==> src/rtl/mux_arbitro_rr.sv <==
// mux_arbitro_rr: round-robin arbiter driving a registered 2-to-1 mux with bounded bursts
module mux_arbitro_rr #(
    parameter int WIDTH     = 2,
    parameter int MAX_BURST = 4
) (
    input  logic             clk,
    input  logic             reset,
    input  logic             valid0,
    input  logic [WIDTH-1:0] data_in0,
    output logic             ready0,
    input  logic             valid1,
    input  logic [WIDTH-1:0] data_in1,
    output logic             ready1,
    input  logic             ready_out,
    output logic             selector,
    output logic [WIDTH-1:0] data_out,
    output logic             valid_out,
    output logic             busy
);
    typedef enum logic [1:0] {IDLE, SERV0, SERV1} state_t;

    localparam logic [3:0] MB = 4'(MAX_BURST);

    state_t     state;
    logic [3:0] cnt;
    logic       last;
    logic       gnt;
    logic       g;
    logic       can_accept;
    logic       xfer;

    // Some channel always wins while anything is valid; reset masks the handshake.
    assign gnt        = (valid0 || valid1) && !reset;
    assign can_accept = !valid_out || ready_out;
    assign xfer       = gnt && can_accept;
    assign selector   = gnt && g;
    assign ready0     = xfer && !g;
    assign ready1     = xfer && g;
    assign busy       = state != IDLE;

    // Winner: owner keeps the grant until its burst is spent while the other waits.
    always_comb begin
        g = (state == SERV0) ? !(valid0 && (cnt < MB || !valid1)) :
            (state == SERV1) ? (valid1 && (cnt < MB || !valid0)) :
            (valid0 && valid1) ? ~last : valid1;
    end

    // Ownership, burst count and the registered output stage.
    always_ff @(posedge clk or posedge reset) begin
        if (reset) begin
            state     <= IDLE;
            cnt       <= 4'd0;
            last      <= 1'b1;
            data_out  <= '0;
            valid_out <= 1'b0;
        end else if (xfer) begin
            data_out  <= g ? data_in1 : data_in0;
            valid_out <= 1'b1;
            last      <= g;
            if (state == (g ? SERV1 : SERV0)) begin
                cnt <= (cnt >= MB) ? MB : cnt + 4'd1;
            end else begin
                state <= g ? SERV1 : SERV0;
                cnt   <= 4'd1;
            end
        end else begin
            if (ready_out) valid_out <= 1'b0;
            if (!valid0 && !valid1) begin
                state <= IDLE;
                cnt   <= 4'd0;
            end
        end
    end
endmodule

==> config.mk <==
export PLATFORM = sky130hd
export DESIGN_NAME = mux_arbitro_rr
export DESIGN_NICKNAME = d
export VERILOG_FILES = /design/src/rtl/mux_arbitro_rr.sv
export SDC_FILE = /design/constraint.sdc
export NUM_CORES = 1
export LEC_CHECK = 0
export ABC_CLOCK_PERIOD_IN_PS = 1400
export CORE_AREA = 2 2 47 49
export CTS_BUF_LIST = sky130_fd_sc_hd__clkbuf_16
export CTS_CLUSTER_DIAMETER = 60
export DETAILED_ROUTE_END_ITERATION = 10
export DIE_AREA = 0 0 49 51
export HOLD_SLACK_MARGIN = 0.12
export PLACE_DENSITY_LB_ADDON = 0.1
export SETUP_SLACK_MARGIN = 0.05
export SYNTH_ARGS = -nofsm -noshare
export SYNTH_HDL_FRONTEND = slang
export SYNTH_SLANG_ARGS = --single-unit
==> constraint.sdc <==
create_clock -name clk -period 1.4 [get_ports clk]
set_clock_uncertainty 0.15 [all_clocks]
set_input_delay 0.21 -clock clk [delete_from_list [all_inputs] [get_ports clk]]
set_output_delay 0.21 -clock clk [all_outputs]
set_load 0.01 [all_outputs]
==> impl_results.md <==
* Syn. warnings at 0
* Width of the die at 49 µm
* Yosys cell types at 40
* Final hold vios at 0
* Maximum VDD drop at 0.866 mV
* Via/cell ratio at 5.21
* Fill count at 183
* Gpl congestion at 0.801
* Post-route DRC at 0
* Hold Buf Count CTS at 0
* CP Data Arrival Time at 1.56 ns
* Share of layout cells above drive strength 1 at 56.3%
* Hold Path Class: reg -> reg
* Initial antenna violation count at 0
* N_diodes at 0
* Final Cell Area at 1320 µm²
* Ys async rst share at 100%
* Cell Count Post-Placement at 142
* Status: finished with violations
* Violations in the final reports: negative setup slack
* Post-synth EDFFs at 0
* Most frequent cells after synthesis: 9 x dfrtp_1, 8 x nor2_1, 6 x a31oi_1
* Total number of vias at 802
* Cell Pwr Density at 1650 nW/µm²
* Drt total wl at 2210 µm
* Share of the synthesized area in the top cell type at 32.1%
* Synth top area cells: dfrtp_1 32%, a31oi_1 5.4%, nor2_1 4.3%
* Count leader, synth: dfrtp_1
* Area Growth Syn to Fin at 88.9%
* GR Util met1 at 21.9%
* Sequential share of the synthesized area at 35.9%
* Fin util at 64.2%
* Worst-path fanout max at 6
* Wire length per cell at 14.3 µm
* Final HPWL DP at 1490 µm
* Most used routing layer: met2
* ANT nets after route at 0
* Rel. slew slack at 79.2%
* GRT Util Overall at 19.2%
* Clk buf depth at 2
* Synthesis-stage register bit count at 10
* Slowest-stage cell, CP: dfrtp_2
* Iter 0 DRT Violations at 8
* Clk root buf: clkbuf_16
* Starting Density at 34.0%
* Placed cell areas at 1080 µm²
* Layout Cells excl Fill at 154
* Die Area at 2500 µm²
* CP endpoint kind: primary output
* Clk_lat worst skew at 0.24 ns
* Least-Margin Pin Slew at 0.310 ns
* Max Fclk at 521 MHz
* Row count at 17
* Core Area at 2060 µm²
* Global routing met2 resource utilization at 36.5%
* Synth Instances at 76
* Synth Flop Type: dfrtp_1
* Worst-path clk slew at 0.04 ns
* Synthesized area at 701 µm²
* GRT met3 Usage at 3.51%
* Final setup viols at 12
* Multi-input gate area at 522 µm²
* Critical path data required time at 1.04 ns
* Sequential cell area at 254 µm²
* Crit path time final at 1.92 ns
* Drt first pass iters at 4
* Clock sinks at 10
* First-pass GRT wire length at 3750 µm
* Max_cap viols at 0
* Die span in y at 51 µm
* Maximum level of the CTS H-tree at 1
* Inserted Clock Buffers at 3
* Syn_nets at 86
* GRT overflow at 0
* Post-route setup slack at -0.519 ns
* Critical path type: reg -> out
* Worst path max stage delay at 0.44 ns
* Hold WS at 0.353 ns
* # port buffers at 15
* Crit-path cells: and2b_4, mux2i_2, a31oi_1, buf_4, nor2_4, buf_6
* Io pins at 16
* Area leader, netlist: dfrtp_1
* RSZ-0062 raised after global routing: true
* Largest net degree at the start of global routing at 11
* Worst slack, placed at -0.828 ns
* Mean Syn Cell Area at 9.22 µm²
* Final nets at 137
* Number of global-route vias before repair at 867
* Critical Path Start Type: register
* Tcrit/Tclk final at 137%
* Slew Limit Fails at 0
* Leakage at 0.592 nW
* CTS tree: done
[through the flow]
| step | TNS (ns) | power [mW] |
|---|---|---|
| floorplan | -0.637 | 0.876 |
| global placement | -6.30 | 1.33 |
| detailed placement | -6.48 | 1.34 |
| CTS | -3.04 | 2.12 |
| global route | -4.01 | 2.33 |
| finish | -3.21 | 2.19 |
[worst paths after layout]
check,slack [ns],to,from,depth (start not counted)
hold / removal,0.35,cnt[1],cnt[1],1
hold reg to reg,0.35,cnt[1],cnt[1],1
setup / recovery,-0.52,ready1,state[1],6
min in group asynchronous,0.37,cnt[1],reset,4
setup reg to reg,-0.26,data_out[1],state[0],5
max in group asynchronous,0.51,last,reset,4
[power breakdown]
part / internal, mW / switching (mW)
Sequential: 0.374 / 0.0869
Clock: 0.375 / 0.139
Combinational: 0.701 / 0.513
Total: 1.45 / 0.739
[metal layers]
layer | vias to the layer above | routed length (µm)
met4 | 0 | 0
met1 | 400 | 895
met5 | - | 0
met3 | 0 | 58
met2 | 8 | 1250
li1 | 394 | -
[cells by family (layout without fill, tap and decap cells)]
| logic type | count (synthesis) | after routing | synth area share (%) |
|---|---|---|---|
| simple gates | 30 | 30 | 26.4 |
| compound gates | 26 | 26 | 26.8 |
| flops | 10 | 10 | 35.9 |
| buf+inv | 6 | 56 | 4.28 |
| mux | 3 | 3 | 4.82 |
| fa+ha+maj | 1 | 1 | 1.79 |
[registers in the layout, indices dropped and copies added (netlist names)]
register and count:
valid_out 1, data_out 2, cnt 4, last 1
state 2
[timing repair]
item                                    in CTS  in global routing
pin swaps                                   16                 11
setup buffers                               10                  1
endpoints found under the hold margin        0                  0
resized for setup                           41                 10
endpoints found under the setup margin      15                 13
[worst max-delay path: cells and delay by family, from the launching register on]
family | cells | cell delay (ns)
compound gates | 1 | 0.23
buf+inv | 2 | 0.29
flops | 1 | 0.44
mux | 1 | 0.07
simple gates | 2 | 0.30
[final cells by class]
class | instances | area share, %
Clock inverter | 1 | 0.284
Clock buffer | 3 | 5.67
Multi-Input combinational cell | 60 | 39.4
Sequential cell | 10 | 19.2
Timing Repair Buffer | 48 | 31.7
Tap cell | 28 | 2.65
Inverter | 4 | 1.13
[placed cells by master, fill, tap and decap left out, types with 2 or more instances in the layout]
cell type / instances
buf_4: 25
buf_6: 10
dfrtp_1: 7
clkdlybuf4s50_1: 6
a31oi_1: 5
nor2_1: 5
dlygate4sd2_1: 5
nand4_1: 4
nor2_2: 3
inv_1: 3
clkbuf_16: 3
and2_4: 2
nor2b_4: 2
nor2_4: 2
o21ai_1: 2
nand3_2: 2
mux2i_1: 2
a21oi_1: 2
o21a_1: 2
a221oi_2: 2
a21oi_2: 2
dfrtp_2: 2
No activity file was read; power rests on OpenSTA's default activity.
